==> src/rtl/sub_pkg.sv <==
`default_nettype none
// ============================================================================
// Module      : sub_pkg
// Description : Shared types for the bit-serial subtractor.
// Revision    : 1.0 - initial release
// ============================================================================
package sub_pkg;

    typedef enum logic [1:0] {
        IDLE = 2'd0,
        RUN  = 2'd1,
        DONE = 2'd2
    } state_t;

endpackage
`default_nettype wire

==> src/rtl/fsub1.sv <==
`default_nettype none
// ============================================================================
// Module      : fsub1
// Description : Combinational 1-bit full subtractor (D = X - Y - Bin).
// Revision    : 1.0 - initial release
// ============================================================================
module fsub1 (
    input  logic X,
    input  logic Y,
    input  logic Bin,
    output logic D,
    output logic Bout
);

    assign D    = X ^ Y ^ Bin;
    assign Bout = (~X & Y) | (~(X ^ Y) & Bin);

endmodule
`default_nettype wire

==> src/rtl/serial_fsub.sv <==
`default_nettype none
// ============================================================================
// Module      : serial_fsub
// Description : Bit-serial subtractor, diff = x - y - bin, LSB first over
//               WIDTH cycles with a start/busy/done handshake.
// Revision    : 1.0 - initial release
// ============================================================================
module serial_fsub
    import sub_pkg::*;
#(
    parameter int WIDTH = 8,
    parameter int CW    = $clog2(WIDTH)
) (
    input  logic             clk,
    input  logic             rst_n,
    input  logic             start,
    input  logic [WIDTH-1:0] x,
    input  logic [WIDTH-1:0] y,
    input  logic             bin,
    output logic             busy,
    output logic             done,
    output logic [WIDTH-1:0] diff,
    output logic             bout
);

    state_t           r_state;
    state_t           w_next;
    logic [WIDTH-1:0] r_x_sr;
    logic [WIDTH-1:0] r_y_sr;
    logic [WIDTH-1:0] r_res;
    logic [WIDTH-1:0] r_diff;
    logic             r_bout;
    logic             r_borrow;
    logic [CW-1:0]    r_cnt;
    logic             w_d;
    logic             w_bo;
    logic             w_accept;
    logic             w_last;

    fsub1 u_cell (
        .X    (r_x_sr[0]),
        .Y    (r_y_sr[0]),
        .Bin  (r_borrow),
        .D    (w_d),
        .Bout (w_bo)
    );

    // A start is honoured in IDLE and also in DONE for back-to-back operation.
    assign w_accept = start && (r_state != RUN);
    assign w_last   = (r_cnt == CW'(WIDTH - 1));

    always_ff @(posedge clk or negedge rst_n) begin
        if (!rst_n) begin
            r_state <= IDLE;
        end else begin
            r_state <= w_next;
        end
    end

    always_comb begin
        w_next = r_state;
        case (r_state)
            IDLE:    if (start) w_next = RUN;
            RUN:     if (w_last) w_next = DONE;
            DONE:    w_next = start ? RUN : IDLE;
            default: w_next = IDLE;
        endcase
    end

    always_ff @(posedge clk or negedge rst_n) begin
        if (!rst_n) begin
            r_x_sr   <= '0;
            r_y_sr   <= '0;
            r_res    <= '0;
            r_diff   <= '0;
            r_bout   <= 1'b0;
            r_borrow <= 1'b0;
            r_cnt    <= '0;
        end else if (w_accept) begin
            r_x_sr   <= x;
            r_y_sr   <= y;
            r_borrow <= bin;
            r_res    <= '0;
            r_cnt    <= '0;
        end else if (r_state == RUN) begin
            r_x_sr   <= r_x_sr >> 1;
            r_y_sr   <= r_y_sr >> 1;
            r_res    <= {w_d, r_res[WIDTH-1:1]};
            r_borrow <= w_bo;
            r_cnt    <= r_cnt + CW'(1);
            // Outputs only move when the final bit lands, so no partial result leaks.
            if (w_last) begin
                r_diff <= {w_d, r_res[WIDTH-1:1]};
                r_bout <= w_bo;
            end
        end
    end

    assign busy = (r_state == RUN);
    assign done = (r_state == DONE);
    assign diff = r_diff;
    assign bout = r_bout;

endmodule
`default_nettype wire

==> config.mk <==
export PLATFORM = sky130hd
export DESIGN_NAME = serial_fsub
export DESIGN_NICKNAME = d
export VERILOG_FILES = /design/src/rtl/sub_pkg.sv /design/src/rtl/fsub1.sv /design/src/rtl/serial_fsub.sv
export SDC_FILE = /design/constraint.sdc
export NUM_CORES = 1
export LEC_CHECK = 0
export CORE_MARGIN = 2
export CORE_UTILIZATION = 52
export CTS_CLUSTER_DIAMETER = 40
export DETAILED_ROUTE_END_ITERATION = 12
export PLACE_DENSITY_LB_ADDON = 0.1
export SYNTH_ARGS = -nofsm -noshare
export SYNTH_HDL_FRONTEND = slang
export SYNTH_SLANG_ARGS = --single-unit
==> constraint.sdc <==
create_clock -name clk -period 1.82 [get_ports clk]
set_input_delay 0.364 -clock clk [delete_from_list [all_inputs] [get_ports clk]]
set_output_delay 0.364 -clock clk [all_outputs]
set_load 0.05 [all_outputs]
; Word-level counts from Yosys, hierarchy flattened
; Cells that the tools add are included.
[word_totals]
regBits = 39
[classes]
n_addsub = 1
eq_ne = 6
mux = 14
n_bitwise = 8
n_reduce_logical = 5
[ops]
columns = operator, n
row1 = 2-to-1 mux 8 bit, 6
row2 = 2-to-1 mux 3 bit, 2
row3 = case mux 2 bit (3 select lines), 1
row4 = 2-to-1 mux 2 bit, 2
row5 = "!= test 2 x 1 -> 1 bit, second input constant", 2
row6 = "adder 3 x 1 -> 3 bit, second input constant", 1
row7 = "equality test 3 bit, second input constant", 1
row8 = 2-to-1 mux 1 bit, 3
row9 = inverter 1 bit, 3
row10 = AND reduction 3 bit, 1
row11 = bitwise AND 1 bit, 2
row12 = "equality test 2 x 1 -> 1 bit, second input constant", 1
row13 = "equality test 2 bit, second input constant", 1
row14 = zero test 2 bit, 1
row15 = "!= test 2 bit, second input constant", 1
row16 = AND reduction 2 bit, 1
row17 = nonzero test 2 bit, 1
row18 = XOR 1 bit, 2
row19 = logical AND 1 bit, 1
row20 = OR 1 bit, 1

; Longest topological paths before layout
; Gate-level depths: netlist (run 1).
[logic_depth]
depth_word = 6
ltp_mapped = 5
depth_no_buf = 4

; By module
; Synthesis (run 1) repeated with hierarchy kept, for this count alone.
[hier_totals]
cells_unflattened = 121
area_unflattened_um2 = 1806.7
[modules_own_cells]
columns = mod, n_inst, cells_per_inst, area_each_um2
row1 = serial_fsub, 1, 117, 1775.5
row2 = fsub1, 1, 4, 31.3

; Worst setup path before layout (run 1)
; No wires, ideal clock.
[synth_timing]
kind = flip-flop to output port
start = register r_state[1]
end = output port busy
arrival_time_ns = 1.143
path_slack_ns = 0.313
path_stages_with_launch = 5
n_path_buf = 2
path_cell_list = dfrtp_1 nand2b_1 buf_2 buf_6 inv_1
[synth_between]
elab_chain_len = 1
[synth_rtl]
columns = item, line_no
row1 = start: declaration, serial_fsub.sv:26  ; state_t r_state;
row2 = start signal: assignment, serial_fsub.sv:56  ; r_state <= w_next;
row3 = equality test 2 x 1 -> 1 bit, serial_fsub.sv:99  ; assign busy = (r_state == RUN);
row4 = end: declaration, serial_fsub.sv:20  ; output logic busy,
; Every way passes these cells.

; Final worst setup path (run 1)
; Same ends and word-level chain as after synthesis.

==> impl_metrics.env, run 1 <==
export IMPL_holdBufCountCts=1
export IMPL_firstDrtPassIters=4
export IMPL_grt_ovfl_total=0
export IMPL_period_share=0.891
export IMPL_r2r_start="r_cnt[0]"
export IMPL_ant_nets=0
export IMPL_fin_util=0.666
export IMPL_dp_hpwl_um=1970
export IMPL_drcViolationCount=0
export IMPL_vias_per_cell=5.00
export IMPL_worstPathArrival_ns=1.26
export IMPL_fp_dieW_um=62.7
export IMPL_clk_path_buf_depth=2
export IMPL_power_mw=3.61
export IMPL_wl_per_cell_um=13.7
export IMPL_setup_viol=0
export IMPL_startpoint_type="flop"
export IMPL_clock_fmax_mhz=617
export IMPL_die_h_um=62.7
export IMPL_final_cells=207
export IMPL_holdWs_ns=0.491
export IMPL_synth_warnings=0
export IMPL_relSlewSlack=0.864
export IMPL_synth_common_cells="dfrtp_1, mux2_2, mux2_4"
export IMPL_ioPinCount=31
export IMPL_post_cts_resized=0
export IMPL_critPathCaptureType="primary output"
export IMPL_clock_latency_ns=0.33
export IMPL_syn_instance_count=121
export IMPL_synth_edf_count=0
export IMPL_period_needed_ns=1.62
export IMPL_drtIter0Drc=22
export IMPL_yosys_area_top_type="dfrtp_1"
export IMPL_setup_tns_final_ns=0
export IMPL_synth_distinct_cells=16
export IMPL_grt_pass1_wl_um=4970
export IMPL_status="complete, no violations"
export IMPL_r2r_cells=5
export IMPL_cts_sinks=38
export IMPL_synth_avg_cell_area_um2=14.8
export IMPL_diodes=0
export IMPL_hold_path_depth=1
export IMPL_leakagePower_nw=1.08
export IMPL_ys_seq_elements=38
export IMPL_whs_endpoint="r_cnt[0]"
export IMPL_fp_dieArea_um2=3940
export IMPL_hold_viol=0
export IMPL_syn_to_final_growth_pct=23.9
export IMPL_hold_start="r_cnt[0]"
export IMPL_hp_class="reg2reg"
export IMPL_netlist_area_um2=1790
export IMPL_drive_gt1_frac=0.447
export IMPL_ys_top_cells_by_area="dfrtp_1, mux2_2, mux2_4"
export IMPL_cts_made_buffers=5
export IMPL_synth_main_ff_cell="dfrtp_1"
export IMPL_grt_pass1_vias=1089
export IMPL_ctsRootBufferMaster="clkbuf_4"
export IMPL_regToRegSetupSlack_ns=0.30
export IMPL_tightest_slew_ns=0.204
export IMPL_final_nets=183
export IMPL_drv_cap=0
export IMPL_critical_path_class="reg2out"
export IMPL_drt_wl_total_um=2830
export IMPL_reg2reg_to="diff[5]"
export IMPL_vdd_drop_max_v=0.000731
export IMPL_core_area_um2=3340
export IMPL_cp_max_fo=4
export IMPL_slew_viol_final=0
export IMPL_place_gp_congestion=0.704
export IMPL_htree_num_levels=2
export IMPL_grt_max_degree=39
export IMPL_setup_slack_ns=0.199
export IMPL_io_buffer_count=30
export IMPL_rsz0062_at_grt="no"
export IMPL_rows=21
export IMPL_synth_seq_area_share=0.530
export IMPL_start_util=0.538
export IMPL_skew_ns=0.00261
export IMPL_synth_most_common_cell="dfrtp_1"
export IMPL_synth_top_area_frac=0.530
export IMPL_postCtsSetupRepairBufs=0
export IMPL_vias=1034
export IMPL_place_inst=198
export IMPL_antenna_found_initial=0
export IMPL_stdcell_area_um2=2220
export IMPL_power_density_nw_per_um2=1620
export IMPL_clk_pin_slew_ns=0.10
export IMPL_cts_tree="done"
export IMPL_place_ws_ns=0.0245
export IMPL_required_ns=1.46
export IMPL_synth_fp_nets=144
export IMPL_async_flop_share=1.00
export IMPL_place_area_um2=2150
export IMPL_track_usage=0.166
## sequential cells by signal, indices dropped and copies added, names as in the netlist
| signal | cells |
|---|---|
| r_borrow | 1 |
| bout | 1 |
| diff | 8 |
| r_cnt | 3 |
| r_x_sr | 8 |
| r_res | 7 |
| r_state | 2 |
| r_y_sr | 8 |
## logic make-up (layout without fill, tap and decap cells)
kind of cell | Yosys count | in the layout | synth area share
flops | 38 | 38 | 0.530
mux | 51 | 51 | 0.341
fa+ha+maj | 3 | 3 | 0.0251
compound gates | 1 | 1 | 0.00349
simple gates | 15 | 15 | 0.0523
buf+inv | 13 | 53 | 0.0481
## critical path, cell delays in order (launching register included)
cell and delay [ns]:
dfrtp_1 0.39, nand2b_1 0.21, inv_1 0.17, buf_12 0.15
## where the power goes
group / switching, mW / internal [mW] / leakage [nW]
Clock: 0.260 / 0.187 / 0.0353
Sequential: 0.210 / 1.22 / 0.473
Combinational: 0.827 / 0.907 / 0.569
## area by class of cell
type | count | area, um^2
Clock buffer | 7 | 55.1
Clock inverter | 1 | 5.00
Fill cell | 268 | 1110
Inverter | 6 | 22.5
Multi-Input combinational cell | 70 | 757
Sequential cell | 38 | 951
Tap cell | 46 | 57.6
Timing Repair Buffer | 39 | 375
## worst max path at each step
stage | start | to
2_1_floorplan | r_state[1] | busy
6_report | r_state[1] | busy
3_3_place_gp | start | r_y_sr[4]
5_1_grt | r_state[1] | busy
4_1_cts | r_state[1] | busy
3_5_place_dp | start | r_x_sr[6]
## per-layer routing
| metal | vias up | wire (um) | GRT usage |
|---|---|---|---|
| met2 | 27 | 1350 | 0.257 |
| met4 | 0 | 55 | 0.0833 |
| li1 | 492 | - | - |
| met5 | - | 0 | 0 |
| met3 | 7 | 134 | 0.0505 |
| met1 | 508 | 1290 | 0.213 |
## cells in the final DEF, fill, tap and decap left out
| cell | n |
|---|---|
| and2b_1 | 3 |
| buf_12 | 3 |
| buf_2 | 1 |
| buf_4 | 16 |
| clkbuf_1 | 1 |
| clkbuf_4 | 5 |
| clkbuf_8 | 1 |
| clkdlybuf4s50_1 | 18 |
| clkinv_2 | 1 |
| dfrtp_1 | 38 |
| dlygate4sd3_1 | 1 |
| fa_1 | 1 |
| ha_1 | 2 |
| inv_1 | 6 |
| mux2_2 | 33 |
| mux2_4 | 12 |
| mux2i_1 | 6 |
| nand2b_1 | 2 |
| nand3b_1 | 1 |
| nor2_1 | 2 |
| nor2b_1 | 7 |
| o22ai_1 | 1 |
Note: power is estimated with default switching activity, not from simulation.
==> run 2, diff against run 1 <==
- ABC_CLOCK_PERIOD_IN_PS: unset -> 1820
- SYNTH_HIERARCHICAL: unset -> 1
==> run 2 against run 1 <==
  * Cell area fell by 0.79%
  * Sequential power is essentially flat
  * First-iteration DRC count rose by 27%
  * Largest power group unchanged
  * Highest routed layer unchanged
==> impl_metrics.env, run 2 <==
export IMPL_critical_path_slowest_cell="dfrtp_1"
export IMPL_hold_viol=0
export IMPL_htree_num_levels=2
export IMPL_synth_distinct_cells=15
export IMPL_start_util=0.541
export IMPL_antenna_found_initial=0
export IMPL_final_nets=183
export IMPL_core_area_um2=3340
export IMPL_timing_critical_path_buf_inv=2
export IMPL_wl_per_cell_um=14.0
export IMPL_leakagePower_nw=1.07
export IMPL_crit_family="flip-flops"
export IMPL_post_cts_resized=0
export IMPL_ys_top_cells_by_area="dfrtp_1, mux2_2, mux2_4"
export IMPL_drive_gt1_frac=0.466
export IMPL_ant_nets=0
export IMPL_synth_warnings=6
export IMPL_async_flop_share=1.00
export IMPL_setup_tns_final_ns=0
export IMPL_setup_viol=0
export IMPL_rsz0062_at_grt="no"
export IMPL_critPathCaptureType="primary output"
export IMPL_grt_max_degree=23
export IMPL_reg2reg_to="diff[7]"
export IMPL_clock_latency_ns=0.34
export IMPL_ctsRootBufferMaster="clkbuf_4"
export IMPL_critical_path_startpoint="r_state[1]"
export IMPL_period_share=0.883
export IMPL_period_needed_ns=1.61
export IMPL_fp_dieW_um=62.9
export IMPL_grt_util_met1=0.199
export IMPL_groute_layer_met3_usage=0.0649
export IMPL_worstPathArrival_ns=1.24
export IMPL_grt_use_met2=0.307
export IMPL_tightest_slew_ns=0.485
export IMPL_synth_compound_area_frac=0.00346
export IMPL_grt_pass1_wl_um=5280
export IMPL_netlist_area_um2=1810
export IMPL_layout_commonest_cell="dfrtp_1"
export IMPL_synth_top_family_by_area="multiplexers"
export IMPL_place_gp_congestion=0.752
export IMPL_synth_most_common_cell="dfrtp_1"
export IMPL_cts_made_buffers=5
export IMPL_grt_pass1_vias=1139
export IMPL_ys_seq_elements=38
export IMPL_regToRegSetupSlack_ns=0.24
export IMPL_synth_fp_nets=144
export IMPL_required_ns=1.46
export IMPL_vias_per_cell=4.94
export IMPL_synth_edf_count=0
export IMPL_synth_top_area_frac=0.526
export IMPL_status="complete, no violations"
export IMPL_final_cell_mix="dfrtp_1, mux2_2, clkdlybuf4s50_1, buf_4, mux2_4"
export IMPL_synth_avg_cell_area_um2=14.9
export IMPL_drtIter0Drc=28
export IMPL_die_h_um=62.9
export IMPL_synth_fa_ha_area_frac=0.0249
export IMPL_cts_sinks=38
export IMPL_synth_seq_area_share=0.526
export IMPL_vdd_drop_max_v=0.000755
export IMPL_muxShareOfSynthArea=0.345
export IMPL_drt_wl_total_um=2900
export IMPL_cp_max_fo=4
export IMPL_drv_cap=0
export IMPL_r2r_cells=5
export IMPL_power_density_nw_per_um2=1590
export IMPL_slew_viol_final=0
export IMPL_firstDrtPassIters=4
export IMPL_yosys_area_top_type="dfrtp_1"
export IMPL_rows=21
export IMPL_drcViolationCount=0
export IMPL_crit_cells=3
export IMPL_track_usage=0.177
export IMPL_holdWs_ns=0.501
export IMPL_synth_xor_area_share=0
export IMPL_ioPinCount=31
export IMPL_critical_path_class="reg2out"
export IMPL_hp_class="in2async"
export IMPL_endpoint="busy"
export IMPL_fp_dieArea_um2=3960
export IMPL_synth_common_cells="dfrtp_1, mux2_2, mux2_4"
export IMPL_r2r_start="r_cnt[0]"
export IMPL_grt_ovfl_total=0
export IMPL_startpoint_type="flop"
export IMPL_dp_hpwl_um=2110
export IMPL_cts_tree="done"
export IMPL_syn_instance_count=121
export IMPL_top_usage_layer="met2"
export IMPL_synth_main_ff_cell="dfrtp_1"
export IMPL_vias=1022
export IMPL_diodes=0
export IMPL_postCtsSetupRepairBufs=0
export IMPL_skew_ns=0.0108
export IMPL_clock_fmax_mhz=622
export IMPL_io_buffer_count=30
export IMPL_crit_chain="nand2b_1 -> inv_1 -> buf_4"
export IMPL_clk_pin_slew_ns=0.11
export IMPL_slowest_delay_ns=0.40
export IMPL_synthSimpleGateAreaFrac=0.0499
export IMPL_relSlewSlack=0.677
export IMPL_clk_path_buf_depth=2
export IMPL_syn_to_final_growth_pct=22.1
## run 2: changes by cell type after synthesis
cell,delta
mux2i_1,-3
buf_8,-1
buf_12,+1
and2b_1,-3
mux2_4,+2
mux2_2,+1
nor2b_1,+3
## run 2: worst min path at each step
stage / start / to / slack (ns)
finish: rst_n / diff[5] / 0.50
global route: rst_n / diff[4] / 0.53
CTS: rst_n / r_state[0] / 0.51
detailed placement: rst_n / diff[4] / 0.36
global placement: rst_n / diff[4] / 0.35
floorplan: rst_n / bout / 0.07
## run 2: stage by stage
stage	util	setup WS [ns]	instances	total power [mW]	area [um^2]
after floorplan	-	0.310	121	2.70	1810
after detailed placement	0.640	0.00170	198	3.10	2140
after CTS	0.661	0.185	207	3.56	2210
after global placement	0.640	0.0425	198	3.03	2140
final	0.661	0.212	207	3.51	2210
after global routing	0.661	0.0908	207	3.78	2210
## run 2: cell type report
class / count / area (um^2)
fillers: 274 / 1130
flip-flops and latches: 38 / 951
multi-input cells: 70 / 764
repair buffers: 39 / 350
well taps: 46 / 57.6
clock buffers: 7 / 55.1
inverters: 6 / 22.5
clock inverters: 1 / 5.00
## run 2: power breakdown
part,leakage (nW),total (mW),switching (mW),internal [mW]
Combinational,0.555,1.65,0.776,0.872
Sequential,0.484,1.41,0.204,1.21
Clock,0.0353,0.454,0.267,0.187
## run 2: kinds of logic after synthesis
kind of cell / after synthesis
AOI/OAI and AO/OA: 1
adders and majority gates: 3
buffers and inverters: 13
DFF: 38
muxes: 51
and+or+nand+nor: 15
## run 2: routing by layer
layer	vias to the layer above	wire length [um]
li1	487	-
met1	510	1190
met2	19	1540
met3	6	128
met4	0	42
met5	-	0
## run 2: timing repair
action	4_1_cts	5_1_grt
hold endpoints to repair	20	0
endpoints found under the setup margin	0	0
hold buffers	1	0
==> run 3, diff against run 2 <==
- CORE_UTILIZATION: 52 -> 50
==> run 3 against run 2 <==
  * Clock power down 15%
  * Register-to-register slack better by 0.03 ns
  * Via count unchanged
  * Die area up 3.7%
  * Wire length up 0.59%
  * Setup slack worse by 0.11 ns
  * Sequential cell count unchanged
  * Final cell count down 0.48%
  * Sequential power about the same
  * Critical path type unchanged
==> impl_metrics.env, run 3 (synthesis results as in run 2) <==
export IMPL_startpoint_type="flop"
export IMPL_rows=21
export IMPL_rsz0062_at_grt="no"
export IMPL_drcViolationCount=0
export IMPL_required_ns=1.46
export IMPL_groute_layer_met3_usage=0.0423
export IMPL_grt_use_met2=0.293
export IMPL_r2r_start="r_cnt[0]"
export IMPL_relSlewSlack=0.717
export IMPL_setup_viol=0
export IMPL_dp_hpwl_um=2190
export IMPL_antenna_found_initial=0
export IMPL_period_needed_ns=1.72
export IMPL_critPathCaptureType="primary output"
export IMPL_setup_tns_final_ns=0
export IMPL_postCtsSetupRepairBufs=0
export IMPL_fp_dieArea_um2=4110
export IMPL_leakagePower_nw=1.06
export IMPL_status="complete, no violations"
export IMPL_final_cell_mix="dfrtp_1, mux2_2, clkdlybuf4s50_1, buf_4, mux2_4"
export IMPL_holdBufCountCts=1
export IMPL_power_mw=3.46
export IMPL_regToRegSetupSlack_ns=0.27
export IMPL_regArea_um2=951
export IMPL_power_density_nw_per_um2=1580
export IMPL_ant_nets=0
export IMPL_track_usage=0.166
export IMPL_fp_dieW_um=64.1
export IMPL_ioPinCount=31
export IMPL_grt_util_met1=0.193
export IMPL_post_cts_resized=0
export IMPL_io_buffer_count=30
export IMPL_drtIter0Drc=29
export IMPL_ctsRootBufferMaster="clkbuf_4"
export IMPL_firstDrtPassIters=4
export IMPL_clock_latency_ns=0.33
export IMPL_worstPathArrival_ns=1.35
export IMPL_slew_viol_final=0
export IMPL_clk_pin_slew_ns=0.10
export IMPL_multi_input_area_um2=764
export IMPL_cp_max_fo=6
export IMPL_final_nets=183
export IMPL_grt_pass1_vias=1084
export IMPL_syn_to_final_growth_pct=21.3
export IMPL_reg2reg_to="diff[4]"
export IMPL_critical_path_slowest_cell="dfrtp_1"
export IMPL_htree_num_levels=2
export IMPL_cts_tree="done"
export IMPL_hp_class="in2async"
export IMPL_vdd_drop_max_v=0.00104
export IMPL_vias_per_cell=4.96
export IMPL_skew_ns=0.00315
export IMPL_slowest_delay_ns=0.41
export IMPL_crit_chain="nand2b_1 -> inv_1 -> buf_4"
export IMPL_drive_gt1_frac=0.456
export IMPL_diodes=0
export IMPL_fillers=279
export IMPL_r2r_cells=5
export IMPL_die_h_um=64.1
export IMPL_drv_cap=0
export IMPL_cts_made_buffers=5
export IMPL_drt_wl_total_um=2920
export IMPL_start_util=0.529
export IMPL_top_usage_layer="met2"
export IMPL_clk_path_buf_depth=2
export IMPL_grt_pass1_wl_um=5060
export IMPL_tightest_slew_ns=0.425
export IMPL_clock_fmax_mhz=583
export IMPL_place_gp_congestion=0.677
export IMPL_period_share=0.943
export IMPL_grt_max_degree=21
export IMPL_cts_sinks=38
export IMPL_wl_per_cell_um=14.2
export IMPL_hold_viol=0
export IMPL_core_area_um2=3420
export IMPL_critical_path_class="reg2out"
export IMPL_grt_ovfl_total=0
export IMPL_fin_util=0.641
export IMPL_layout_commonest_cell="dfrtp_1"
export IMPL_vias=1022
-- run 3: cell count changes in the layout (fill, tap and decap cells not counted) --
cell,change
clkbuf_8,-1
clkinv_2,-1
clkbuf_1,+1
-- run 3: worst max path at each step --
stage / start / end / slack [ns] / depth (start not counted)
2_1_floorplan: r_state[1] / busy / 0.31 / 4
3_5_place_dp: start / r_borrow / 0.02 / 4
5_1_grt: r_state[1] / busy / 0.02 / 3
3_3_place_gp: start / r_y_sr[0] / 0.04 / 4
4_1_cts: r_state[1] / busy / 0.09 / 3
6_report: r_state[1] / busy / 0.10 / 3
-- run 3: stage by stage --
step / worst slack, ns / instances / area (um^2) / hold slack (ns)
after global placement: 0.0443 / 198 / 2140 / 0.325
after global routing: 0.0170 / 206 / 2190 / 0.512
final: 0.104 / 206 / 2190 / 0.486
after floorplan: 0.310 / 121 / 1810 / 0.0684
after detailed placement: 0.0210 / 198 / 2140 / 0.329
after CTS: 0.0945 / 206 / 2190 / 0.493
-- run 3: power by group --
group          leakage, nW  switching (mW)  internal, mW  total [mW]
clock               0.0254           0.242         0.146       0.387
sequential           0.484           0.216          1.21        1.43
combinational        0.554           0.788         0.862        1.65
total                 1.06            1.25          2.22        3.46
-- run 3: worst max-delay path: cells and delay by family (launching register included) --
kind | cells | cell delay, ns
and+or+nand+nor | 1 | 0.25
buffers and inverters | 2 | 0.36
DFF | 1 | 0.41
-- run 3: per-layer routing --
| layer | part of all wire | up-vias |
|---|---|---|
| li1 | - | 490 |
| met1 | 0.41 | 506 |
| met2 | 0.53 | 22 |
| met3 | 0.043 | 4 |
| met4 | 0.011 | 0 |
| met5 | 0 | - |
-- run 3: cell type report --
type,count,area share
sequential,38,0.434
tap,46,0.0263
multi-input combinational,70,0.349
clock buffer,7,0.0206
inverter,6,0.0103
timing repair buffer,39,0.160
